--- config.mk ---
export PLATFORM = sky130hd
export DESIGN_NAME = aes_uart_rx
export DESIGN_NICKNAME = d
export VERILOG_FILES = /design/src/rtl/aes_uart_pkg.sv /design/src/rtl/aes_sync2.sv /design/src/rtl/aes_uart_rx.sv
export SDC_FILE = /design/constraint.sdc
export NUM_CORES = 1
export LEC_CHECK = 0
export CAP_MARGIN = 10
export CORE_AREA = 8 8 69 71
export DETAILED_ROUTE_END_ITERATION = 6
export DIE_AREA = 0 0 77 79
export PLACE_DENSITY = 0.68
export SLEW_MARGIN = 5
export SYNTH_ARGS = -nofsm -noshare
export SYNTH_HDL_FRONTEND = slang
export SYNTH_SLANG_ARGS = --single-unit
--- constraint.sdc ---
create_clock -name io_clk -period 1.8 [get_ports io_clk]
set_input_delay 0.54 -clock io_clk [delete_from_list [all_inputs] [get_ports io_clk]]
set_output_delay 0.54 -clock io_clk [all_outputs]
set_load 0.01 [all_outputs]
--- src/rtl/aes_uart_pkg.sv ---
// Shared types and defaults for the AES harness UART receiver.
// Imported by the receiver top and its helpers.
package aes_uart_pkg;

  localparam int unsigned DEF_CLK_DIV   = 16;
  localparam int unsigned DEF_DATA_BITS = 8;

  typedef enum logic [2:0] {
    IDLE,
    START,
    DATA,
    STOP,
    WAIT_IDLE
  } rx_state_e;

  function automatic int unsigned cnt_w(input int unsigned div);
    return (div < 2) ? 1 : $clog2(div);
  endfunction

endpackage

--- src/rtl/aes_sync2.sv ---
// Two-flop synchronizer for asynchronous single-bit inputs.
// RST_VAL selects the value both flops take during reset.
module aes_sync2
  import aes_uart_pkg::*;
#(
  parameter logic RST_VAL = 1'b1
) (
  input  logic clk_i,
  input  logic rst_i,
  input  logic d_i,
  output logic q_o
);

  logic s1_q;
  logic s2_q;

  // Two-stage capture of the asynchronous input.
  always_ff @(posedge clk_i) begin
    if (rst_i) begin
      s1_q <= RST_VAL;
      s2_q <= RST_VAL;
    end else begin
      s1_q <= d_i;
      s2_q <= s1_q;
    end
  end

  assign q_o = s2_q;

endmodule

--- src/rtl/aes_uart_rx.sv ---
// UART receiver: serial line to bytes with valid/ready output.
// LSB first, one start bit, DATA_BITS data bits, one stop bit.
module aes_uart_rx
  import aes_uart_pkg::*;
#(
  parameter int unsigned CLK_DIV   = DEF_CLK_DIV,
  parameter int unsigned DATA_BITS = DEF_DATA_BITS
) (
  input  logic                 io_clk,
  input  logic                 io_reset,
  input  logic                 io_rx,
  output logic                 io_valid,
  input  logic                 io_ready,
  output logic [DATA_BITS-1:0] io_payload,
  output logic                 io_frame_err,
  output logic                 io_overrun,
  output logic                 io_busy
);

  localparam int unsigned CW = cnt_w(CLK_DIV);
  localparam logic [CW-1:0] HALF = CW'(CLK_DIV / 2 - 1);
  localparam logic [CW-1:0] FULL = CW'(CLK_DIV - 1);
  localparam logic [2:0] LAST = 3'(DATA_BITS - 1);

  logic rxs;

  rx_state_e state_q, state_d;
  logic [CW-1:0] cnt_q, cnt_d;
  logic [2:0] bit_q, bit_d;
  logic [DATA_BITS-1:0] sh_q, sh_d;
  logic dlv_q, dlv_d;
  logic ferr_q, ferr_d;

  logic valid_q, valid_d;
  logic [DATA_BITS-1:0] payload_q, payload_d;
  logic ovr_q, ovr_d;
  logic fe_q, fe_d;
  logic pop;

  aes_sync2 #(
    .RST_VAL(1'b1)
  ) u_sync (
    .clk_i(io_clk),
    .rst_i(io_reset),
    .d_i  (io_rx),
    .q_o  (rxs)
  );

  // Frame FSM, baud counter, bit index and shift register.
  always_ff @(posedge io_clk) begin
    if (io_reset) begin
      state_q <= WAIT_IDLE;
      cnt_q   <= '0;
      bit_q   <= '0;
      sh_q    <= '0;
      dlv_q   <= 1'b0;
      ferr_q  <= 1'b0;
    end else begin
      state_q <= state_d;
      cnt_q   <= cnt_d;
      bit_q   <= bit_d;
      sh_q    <= sh_d;
      dlv_q   <= dlv_d;
      ferr_q  <= ferr_d;
    end
  end

  // Next-state logic; the counter is cleared on every state entry.
  always_comb begin
    state_d = state_q;
    cnt_d   = cnt_q + CW'(1);
    bit_d   = bit_q;
    sh_d    = sh_q;
    dlv_d   = 1'b0;
    ferr_d  = 1'b0;
    unique case (state_q)
      IDLE: begin
        cnt_d = '0;
        if (!rxs) begin
          state_d = START;
        end
      end
      START: begin
        if (cnt_q == HALF) begin
          cnt_d = '0;
          if (rxs) begin
            state_d = IDLE;
          end else begin
            state_d = DATA;
            bit_d   = '0;
          end
        end
      end
      DATA: begin
        if (cnt_q == FULL) begin
          cnt_d = '0;
          sh_d  = {rxs, sh_q[DATA_BITS-1:1]};
          if (bit_q == LAST) begin
            state_d = STOP;
          end else begin
            bit_d = bit_q + 3'd1;
          end
        end
      end
      STOP: begin
        if (cnt_q == FULL) begin
          cnt_d = '0;
          if (rxs) begin
            dlv_d   = 1'b1;
            state_d = IDLE;
          end else begin
            ferr_d  = 1'b1;
            state_d = WAIT_IDLE;
          end
        end
      end
      WAIT_IDLE: begin
        cnt_d = '0;
        if (rxs) begin
          state_d = IDLE;
        end
      end
      default: begin
        cnt_d   = '0;
        state_d = WAIT_IDLE;
      end
    endcase
  end

  // One-entry output buffer and the registered error pulses.
  always_ff @(posedge io_clk) begin
    if (io_reset) begin
      valid_q   <= 1'b0;
      payload_q <= '0;
      ovr_q     <= 1'b0;
      fe_q      <= 1'b0;
    end else begin
      valid_q   <= valid_d;
      payload_q <= payload_d;
      ovr_q     <= ovr_d;
      fe_q      <= fe_d;
    end
  end

  // Delivery wins a slot if the buffer is empty or drains this cycle.
  always_comb begin
    pop       = valid_q & io_ready;
    valid_d   = valid_q & ~pop;
    payload_d = payload_q;
    ovr_d     = 1'b0;
    fe_d      = ferr_q;
    if (dlv_q) begin
      if (!valid_q || pop) begin
        payload_d = sh_q;
        valid_d   = 1'b1;
      end else begin
        ovr_d = 1'b1;
      end
    end
  end

  assign io_valid     = valid_q;
  assign io_payload   = payload_q;
  assign io_overrun   = ovr_q;
  assign io_frame_err = fe_q;
  assign io_busy      = (state_q != IDLE);

endmodule

==> results.py, run 1 <==
metrics = {
    "critical_path": {
        "r2r_slack_ps": 50,
        "reg2reg_depth": 5,
        "slowest_stage": "or4bb_4",
        "r2r-start": "bit_q[0]",
        "slowest_delay_ps": 530,
        "required_ps": 2010,
        "critPathCaptureType": "flop",
        "crit_type": "flop to flop",
        "critPathMostFrequentCell": "ha_4",
        "crit_arrival_ps": 1950,
        "critical_path.max_fanout": 3,
        "rr_endpoint": "bit_q[1]",
        "start_kind": "flop",
        "critical_path.cell_chain": "ha_4 -> ha_4 -> or4bb_4 -> a211oi_4 -> mux2i_1",
    },
    "clocking": {
        "cts_root_buf": "clkbuf_8",
        "numCtsBuffers": 5,
        "htree_levels": 2,
        "cts_tree": "done",
        "cts_hold_buf": 0,
        "clock_path_buffers": 2,
        "clk_pin_slew_ps": 60,
        "clk_latency_ps": 280,
        "cts.sinks": 33,
    },
    "timing": {
        "hold_viol": 0,
        "maxSlewHeadroom_pct": 74.7,
        "finalWorstSetupSlack_ps": 51.7,
        "timing.hold.ws_ps": 410,
        "rsz0062_at_grt": "true",
        "fin_skew_ps": 7.88,
        "setup_viol_count_final": 0,
        "maxSlewViolCount": 0,
        "fin_crit_ps": 1750,
        "min_period_over_period_pct": 97.1,
        "timing.fmax_mhz": 572,
        "worst_pin_slew_ps": 380,
    },
    "layout": {
        "nNetsFinal": 186,
        "area_growth_pct": 26.7,
        "drive_above_1_share_pct": 16.1,
        "antenna_cells": 0,
    },
    "grt": {
        "overflow": 0,
        "antenna_found_initial": 0,
        "grt_max_degree": 30,
        "grt_pass1_vias": 1182,
        "track_usage_pct": 10.8,
        "grt_pass1_wl_mm": 5.39,
    },
    "detailed_routing": {
        "drc": 0,
        "routedWlPerCell_microns": 12.9,
        "dr.pass1.iters": 4,
        "post_drt_via_cell_ratio": 5.26,
        "finalWirelength_mm": 2.97,
        "dr_total_vias": 1209,
        "initialDrtViolationCount": 66,
        "drtAntennaViolNets": 0,
    },
    "synth": {
        "syn-cell-area_sq_mm": 0.00142,
        "synth-seq-area-share_pct": 46.6,
        "yosysWarnings": 0,
        "ys_seq_elements": 33,
        "synth_cell_type_count": 38,
        "synth_ff_type": "dfxtp_1",
        "ys_async_sr_fraction_pct": 0,
        "synth_edf_count": 0,
        "syn_inst": 160,
        "synthesis.nets": 167,
        "postSynthAreaPerCell_sq_um": 8.86,
    },
    "power_and_ir_drop": {
        "power_leakage_nw": 0.596,
        "p_per_area_mw_per_mm2": 831,
        "vdd_drop_max_v": 0.000458,
    },
    "place": {
        "routabilityCongestion": 0.823,
        "portBuffers": 15,
        "dp_slack_ps": -24.2,
        "dp_hpwl_mm": 2.05,
    },
    "floorplanning": {
        "row_count": 23,
        "initial_core_util_pct": 37.3,
        "core_sq_mm": 0.00380,
        "die_area_sq_mm": 0.00608,
        "dieHeight_microns": 79,
        "ios": 16,
        "die_w_microns": 77,
    },
    "worst_hold_path": {
        "hold_class": "flop to flop",
        "holdPathEnd": "u_sync.q_o",
        "hold_path_depth": 1,
        "hold_start": "u_sync.s1_q",
    },
    "run": {
        "cap_violations": 0,
    },
    "run_status": {
        "status": "completed",
    },
}
[flip-flops by register name (all words and copies together) (netlist names)]
register      cells
io_valid          1
io_payload        8
u_sync.q_o        1
cnt_q             4
fe_d              1
u_sync.s1_q       1
state_q           3
io_frame_err      1
dlv_q             1
io_overrun        1
bit_q             3
sh_q              8
[synth_stat cells (2+ instances only)]
library cell | number | share of area (%)
nor2_1 | 3 | 0.79
nor2b_1 | 4 | 1.8
o21ai_0 | 19 | 6.7
nand3b_1 | 2 | 1.1
nand2b_1 | 4 | 1.8
ha_1 | 3 | 2.6
nand3_1 | 19 | 6.7
a21oi_1 | 18 | 6.4
nor3_1 | 3 | 1.1
or2b_1 | 2 | 1.1
buf_2 | 4 | 1.4
dfxtp_1 | 33 | 47
clkbuf_1 | 8 | 2.1
inv_1 | 5 | 1.3
o211ai_1 | 2 | 1.1
or2_2 | 3 | 1.3
mux2i_1 | 4 | 2.8
nand2_1 | 4 | 1.1
[cell families (layout without fill, tap and decap cells)]
family | Yosys count | in the layout | synth area share, %
XOR/XNOR | 1 | 1 | 0.618
adder cells (fa/ha/maj) | 3 | 3 | 2.65
AND/OR/NAND/NOR | 53 | 53 | 21.8
buffers and inverters | 18 | 38 | 5.38
AO/OA/AOI/OAI | 48 | 48 | 20.1
multiplexers | 4 | 4 | 2.82
flip-flops | 33 | 33 | 46.6
[stage by stage]
step / instance area (sq um) / power [W] / TNS, ps / std cells / util, %
floorplan: 1420 / 0.000784 / 0 / 160 / -
global placement: 1640 / 0.000803 / 0 / 221 / 43.2
detailed placement: 1640 / 0.000804 / -47.8 / 221 / 43.2
CTS: 1790 / 0.00151 / 0 / 230 / 47.2
global route: 1800 / 0.00155 / -9.73 / 230 / 47.3
finish: 1800 / 0.00149 / 0 / 230 / 47.3
[what timing repair did]
| action | CTS | global route |
|---|---|---|
| resized for setup | 7 | 2 |
| cloned | 0 | 0 |
| setup endpoints to repair | 4 | 4 |
| buffers inserted | 1 | 0 |
| pin swaps | 2 | 2 |
[routing by layer]
metal	vias up	GRT usage (%)	part of all wire, %
met1	574	12.1	45
met4	0	6.23	2.5
met5	-	0	0
li1	608	-	-
met3	8	3.72	4.4
met2	19	17.7	48
[how the worst max path moves through the flow]
stage	startpoint	to	slack [ps]	cells after the start
global placement	bit_q[0]	bit_q[1]	50	5
finish	bit_q[0]	bit_q[1]	50	5
floorplan	bit_q[0]	bit_q[1]	70	5
CTS	bit_q[1]	bit_q[1]	0.8	5
detailed placement	bit_q[0]	bit_q[1]	-20	5
global route	bit_q[0]	bit_q[1]	-10	5
[critical path: cells and delay by family, from the launching register on]
family          cells  cell delay, ps
compound gates      1             290
fa+ha+maj           2             310
flops               1             340
mux                 1             210
simple gates        1             530
[layout make-up]
type | count | area (sq um)
clock buffers | 7 | 86.3
clock inverters | 1 | 30.0
fillers | 381 | 2000
inverters | 5 | 18.8
multi-input cells | 109 | 709
flip-flops and latches | 33 | 663
well taps | 50 | 62.6
repair buffers | 25 | 225
[cell usage in the layout (no fill, tap or decap), types with 3 or more instances in the layout]
cell type / instances
a21oi_1: 18
buf_4: 10
clkbuf_8: 6
clkdlybuf4s50_1: 14
dfxtp_1: 31
inv_1: 5
mux2i_1: 4
nand2_1: 4
nand2b_1: 4
nand3_1: 19
nor2_1: 3
nor2b_1: 4
nor3_1: 3
o21ai_0: 19
or2_2: 3
[power by group]
part / switching (W) / internal [W] / total (W)
registers: 0.00000315 / 0.000735 / 0.000738
clock network: 0.000253 / 0.000451 / 0.000704
logic: 0.0000263 / 0.0000233 / 0.0000496
total: 0.000283 / 0.00121 / 0.00149
Power figures use the tool's default switching activity.
==> run 2: changes to the inputs <==
--- a/config.mk
+++ b/config.mk
@@ -5,11 +5,12 @@
 export SDC_FILE = /design/constraint.sdc
 export NUM_CORES = 1
 export LEC_CHECK = 0
+export ABC_CLOCK_PERIOD_IN_PS = 1800
 export CAP_MARGIN = 10
-export CORE_AREA = 8 8 69 71
+export CORE_AREA = 8 8 78 80
 export DETAILED_ROUTE_END_ITERATION = 6
-export DIE_AREA = 0 0 77 79
-export PLACE_DENSITY = 0.68
+export DIE_AREA = 0 0 86 88
+export PLACE_DENSITY = 0.56
 export SLEW_MARGIN = 5
 export SYNTH_ARGS = -nofsm -noshare
 export SYNTH_HDL_FRONTEND = slang
==> run 2 against run 1 <==
Compared with the run above:
- total power rose by 8.1%
- die area rose by 24%
- wire length rose by 3.0%
- hold slack improved by 3.1 ps
- combinational power rose by 4%
- worst setup slack got worse by 0.86 ps
- count of clock-buffer cells in the layout fell by 2
==> results.py, run 2 (synthesis gave the netlist of run 1 again) <==
metrics = {
    "grt": {
        "track_usage_pct": 8.38,
        "overflow": 0,
        "grt_pass1_wl_mm": 5.01,
        "grt_max_degree": 20,
        "grt_pass1_vias": 1071,
        "antenna_found_initial": 0,
    },
    "layout": {
        "num-fill-cells": 496,
        "antenna_cells": 0,
        "drive_above_1_share_pct": 17.6,
        "area_growth_pct": 30.7,
        "nNetsFinal": 188,
        "final_common_cell": "dfxtp_1",
        "final_cell_mix": "dfxtp_1 (31), nand3_1 (19), o21ai_0 (19)",
        "fin_cells": 252,
    },
    "critical_path": {
        "r2r-start": "bit_q[0]",
        "crit_type": "flop to flop",
        "critical_path.cell_chain": "ha_4 -> ha_4 -> or4bb_4 -> a211oi_4 -> mux2i_1",
        "critPathMostFrequentCell": "ha_4",
        "r2r_slack_ps": 50,
        "required_ps": 2010,
        "crit_arrival_ps": 1960,
        "start_kind": "flop",
        "critical_path.max_fanout": 3,
        "critPathCaptureType": "flop",
        "cp_top_family": "simple AND/OR/NAND/NOR gates",
        "cp-startpoint": "bit_q[0]",
        "slowest_stage": "or4bb_4",
        "crit_buf_inv": 0,
        "slowest_delay_ps": 520,
    },
    "detailed_routing": {
        "post_drt_via_cell_ratio": 4.73,
        "routedWlPerCell_microns": 12.1,
        "drtAntennaViolNets": 0,
        "dr.pass1.iters": 4,
        "drc": 0,
        "initialDrtViolationCount": 99,
        "dr_total_vias": 1193,
        "finalWirelength_mm": 3.06,
    },
    "floorplanning": {
        "dieHeight_microns": 88,
        "ios": 16,
        "row_count": 26,
        "die_area_sq_mm": 0.00757,
        "core_sq_mm": 0.00491,
        "initial_core_util_pct": 28.9,
        "die_w_microns": 86,
    },
    "clocking": {
        "htree_levels": 2,
        "cts_root_buf": "clkbuf_8",
        "clk_latency_ps": 290,
        "cts.sinks": 33,
        "clock_path_buffers": 2,
        "cts_tree": "done",
        "numCtsBuffers": 5,
        "clk_pin_slew_ps": 70,
    },
    "power_and_ir_drop": {
        "vdd_drop_max_v": 0.000429,
        "seqPwrFrac_pct": 45.8,
        "comb_power_share_pct": 3.2,
        "p_per_area_mw_per_mm2": 870,
        "switching_share_pct": 18.8,
        "netSwitchingPower_w": 0.000303,
        "power.internal_w": 0.00131,
        "power_leakage_nw": 0.616,
        "clkPwrFrac_pct": 51.0,
    },
    "timing": {
        "setup_viol_count_final": 0,
        "worst_pin_slew_ps": 375,
        "fin_skew_ps": 8.36,
        "timing.fmax_mhz": 572,
        "fin_crit_ps": 1750,
        "hold_viol": 0,
        "maxSlewHeadroom_pct": 75.0,
        "fin_tns_setup_ps": 0,
        "min_period_over_period_pct": 97.2,
        "rsz0062_at_grt": "false",
        "maxSlewViolCount": 0,
    },
    "worst_hold_path": {
        "hold_class": "flop to flop",
        "hold_start": "u_sync.s1_q",
    },
    "place": {
        "dp_hpwl_mm": 2.07,
        "portBuffers": 15,
        "routabilityCongestion": 0.720,
        "dp.cells": 243,
    },
    "run": {
        "cap_violations": 0,
    },
    "run_status": {
        "status": "completed",
    },
}
run 2: cell count changes in the layout (fill, tap and decap cells not counted):
cell,change
clkbuf_8,-1
clkinv_2,+1
bufinv_16,+1
buf_4,+2
clkbuf_1,-1
run 2: area by class of cell:
class | count | area (sq um) | area share (%)
Multi-Input combinational cell | 109 | 709 | 38.3
Clock buffer | 5 | 68.8 | 3.71
Inverter | 5 | 18.8 | 1.01
Clock inverter | 3 | 65.1 | 3.51
Tap cell | 70 | 87.6 | 4.73
Timing Repair Buffer | 27 | 240 | 13.0
Sequential cell | 33 | 663 | 35.8
run 2: repair_timing:
action	4_1_cts	5_1_grt
pin swaps	2	2
buffers inserted	1	0
setup endpoints to repair	3	4
endpoints found under the hold margin	0	0
hold buffers	0	0
gates resized for setup	7	2
run 2: layer usage:
| metal | global-route usage, % | vias to the layer above | part of all wire (%) |
|---|---|---|---|
| met2 | 12.1 | 19 | 45 |
| met4 | 4.30 | 0 | 1.2 |
| met1 | 10.7 | 556 | 51 |
| li1 | - | 614 | - |
| met3 | 2.91 | 4 | 2.9 |
| met5 | 0 | - | 0 |
run 2: stage by stage:
step           power [W]  area [sq um]  util (%)  hold slack (ps)  setup WS [ps]
2_1_floorplan   0.000784          1420         -              389           74.4
3_3_place_gp    0.000807          1680      34.2              392           19.3
3_5_place_dp    0.000807          1680      34.2              400          0.917
4_1_cts          0.00163          1850      37.7              416           3.94
5_1_grt          0.00167          1850      37.7              424           2.41
6_report         0.00161          1850      37.7              413           50.8
run 2: power by group through the flow:
stage               Sequential [W]  Clock [W]  Combinational, W
floorplan                 0.000756          0         0.0000282
global placement          0.000754          0         0.0000523
detailed placement        0.000754          0         0.0000522
CTS                       0.000737   0.000844         0.0000511
global route              0.000738   0.000878         0.0000566
finish                    0.000738   0.000823         0.0000515
run 2: worst paths after layout:
check                     to  cells past startpoint
setup / recovery    bit_q[1]                      5
hold / removal    u_sync.q_o                      1
setup reg to reg    bit_q[1]                      5
hold reg to reg   u_sync.q_o                      1
==> run 3: changes to the inputs <==
--- a/config.mk
+++ b/config.mk
@@ -8,6 +8,7 @@
 export ABC_CLOCK_PERIOD_IN_PS = 1800
 export CAP_MARGIN = 10
 export CORE_AREA = 8 8 78 80
+export CTS_BUF_LIST = sky130_fd_sc_hd__clkbuf_4
 export DETAILED_ROUTE_END_ITERATION = 6
 export DIE_AREA = 0 0 86 88
 export PLACE_DENSITY = 0.56
==> run 3 against run 2 <==
Compared with the run above:
- final cell count unchanged
- final area down 1.7%
- worst setup slack worse by 11 ps
- first-iteration DRC count down 5.1%
- count of clock-buffer cells in the layout unchanged
- wire length up 1.6%
- die area unchanged
- sequential share of layout area up 0.61 points
- sequential power about the same
- critical path depth unchanged
- total power down 8.4%
- critical endpoint unchanged
- largest cell class unchanged
==> results.py, run 3 (synthesis gave the netlist of run 1 again) <==
metrics = {
    "detailed_routing": {
        "post_drt_via_cell_ratio": 4.69,
        "dr_total_vias": 1182,
        "dr.pass1.iters": 4,
        "initialDrtViolationCount": 94,
        "finalWirelength_mm": 3.11,
        "drc": 0,
        "drtAntennaViolNets": 0,
        "routedWlPerCell_microns": 12.3,
    },
    "timing": {
        "maxSlewViolCount": 0,
        "setup_viol_count_final": 0,
        "fin_crit_ps": 1760,
        "hold_viol": 0,
        "fin_tns_setup_ps": 0,
        "maxSlewHeadroom_pct": 75.4,
        "timing.fmax_mhz": 568,
        "min_period_over_period_pct": 97.8,
        "rsz0062_at_grt": "true",
        "fin_skew_ps": 14.6,
        "timing.hold.ws_ps": 421,
        "worst_pin_slew_ps": 369,
    },
    "power_and_ir_drop": {
        "comb_power_share_pct": 3.4,
        "power.internal_w": 0.00119,
        "seqPwrFrac_pct": 49.9,
        "netSwitchingPower_w": 0.000289,
        "clkPwrFrac_pct": 46.7,
        "vdd_drop_max_v": 0.000349,
        "power_leakage_nw": 0.668,
        "p_per_area_mw_per_mm2": 811,
        "switching_share_pct": 19.5,
    },
    "layout": {
        "antenna_cells": 0,
        "drive_above_1_share_pct": 18.1,
        "final_common_cell": "dfxtp_1",
        "fin_cells": 252,
        "area_growth_pct": 28.5,
        "design_area_sq_mm": 0.00182,
        "nNetsFinal": 188,
        "final_cell_mix": "dfxtp_1 (31), nand3_1 (19), o21ai_0 (19)",
    },
    "worst_hold_path": {
        "hold_start": "u_sync.s1_q",
        "hold_class": "flop to flop",
        "holdPathEnd": "u_sync.q_o",
        "hold_path_depth": 1,
    },
    "run": {
        "cap_violations": 0,
    },
    "floorplanning": {
        "initial_core_util_pct": 28.9,
        "dieHeight_microns": 88,
        "die_w_microns": 86,
        "die_area_sq_mm": 0.00757,
        "core_sq_mm": 0.00491,
        "ios": 16,
        "row_count": 26,
    },
    "place": {
        "portBuffers": 15,
        "dp.cells": 243,
        "dp_hpwl_mm": 2.07,
        "placed_cell_area_sq_mm": 0.00168,
        "routabilityCongestion": 0.720,
    },
    "run_status": {
        "status": "completed",
    },
    "critical_path": {
        "reg2reg_depth": 5,
        "r2r_slack_ps": 40,
        "required_ps": 2060,
        "start_kind": "flop",
        "critical_path.max_fanout": 3,
        "crit_type": "flop to flop",
        "critPathCaptureType": "flop",
        "rr_endpoint": "bit_q[1]",
        "crit_arrival_ps": 2020,
        "r2r-start": "bit_q[1]",
    },
    "grt": {
        "grt_max_degree": 20,
        "track_usage_pct": 8.42,
        "grt_pass1_wl_mm": 4.97,
        "antenna_found_initial": 0,
        "overflow": 0,
        "grt_pass1_vias": 1070,
    },
    "clocking": {
        "clk_pin_slew_ps": 100,
        "htree_levels": 2,
        "clk_latency_ps": 340,
        "numCtsBuffers": 5,
        "cts_hold_buf": 0,
        "cts_root_buf": "clkbuf_4",
        "cts.sinks": 33,
        "clock_path_buffers": 2,
        "cts_tree": "done",
    },
}
-- run 3: timing repair --
item,4_1_cts,5_1_grt
buffers inserted,1,0
pin swaps,3,2
resized for setup,12,4
endpoints found under the setup margin,6,7
-- run 3: metrics by stage --
stage | total power (W) | worst slack (ps) | utilization, %
4_1_cts | 0.00150 | -12.5 | 37.1
6_report | 0.00148 | 40.0 | 37.1
3_5_place_dp | 0.000807 | 0.917 | 34.2
2_1_floorplan | 0.000784 | 74.4 | -
5_1_grt | 0.00153 | -10.9 | 37.1
3_3_place_gp | 0.000807 | 19.3 | 34.2
-- run 3: worst max-delay path: stages (launching register included) --
cell,delay (ps)
dfxtp_2,350
ha_4,170
ha_4,160
or4bb_4,520
a211oi_4,280
mux2i_1,210
-- run 3: power by group through the flow --
| stage | sequential, W | combinational (W) | clock (W) |
|---|---|---|---|
| 2_1_floorplan | 0.000756 | 0.0000282 | 0 |
| 3_3_place_gp | 0.000754 | 0.0000523 | 0 |
| 3_5_place_dp | 0.000754 | 0.0000522 | 0 |
| 4_1_cts | 0.000738 | 0.0000516 | 0.000707 |
| 5_1_grt | 0.000739 | 0.0000556 | 0.000738 |
| 6_report | 0.000738 | 0.0000500 | 0.000689 |
-- run 3: final cells by class --
class | instances | area, sq um
Sequential cell | 33 | 663
Clock inverter | 3 | 65.1
Clock buffer | 5 | 37.5
Timing Repair Buffer | 27 | 240
Tap cell | 70 | 87.6
Fill cell | 502 | 3090
Multi-Input combinational cell | 109 | 709
Inverter | 5 | 18.8
-- run 3: worst max path at each step --
stage,depth (start not counted),end,start
after floorplan,5,bit_q[1],bit_q[0]
after global placement,5,bit_q[1],bit_q[0]
after detailed placement,5,bit_q[1],bit_q[0]
after CTS,5,bit_q[1],bit_q[1]
after global routing,5,bit_q[1],bit_q[1]
final,5,bit_q[1],bit_q[1]
-- run 3: per-layer routing --
layer / up-vias / wire [microns] / part of all wire (%) / track usage [%]
li1: 616 / - / - / -
met1: 542 / 1570 / 50 / 10.6
met2: 19 / 1370 / 44 / 12.2
met3: 5 / 109 / 3.5 / 2.91
met4: 0 / 63 / 2.0 / 4.78
met5: - / 0 / 0 / 0
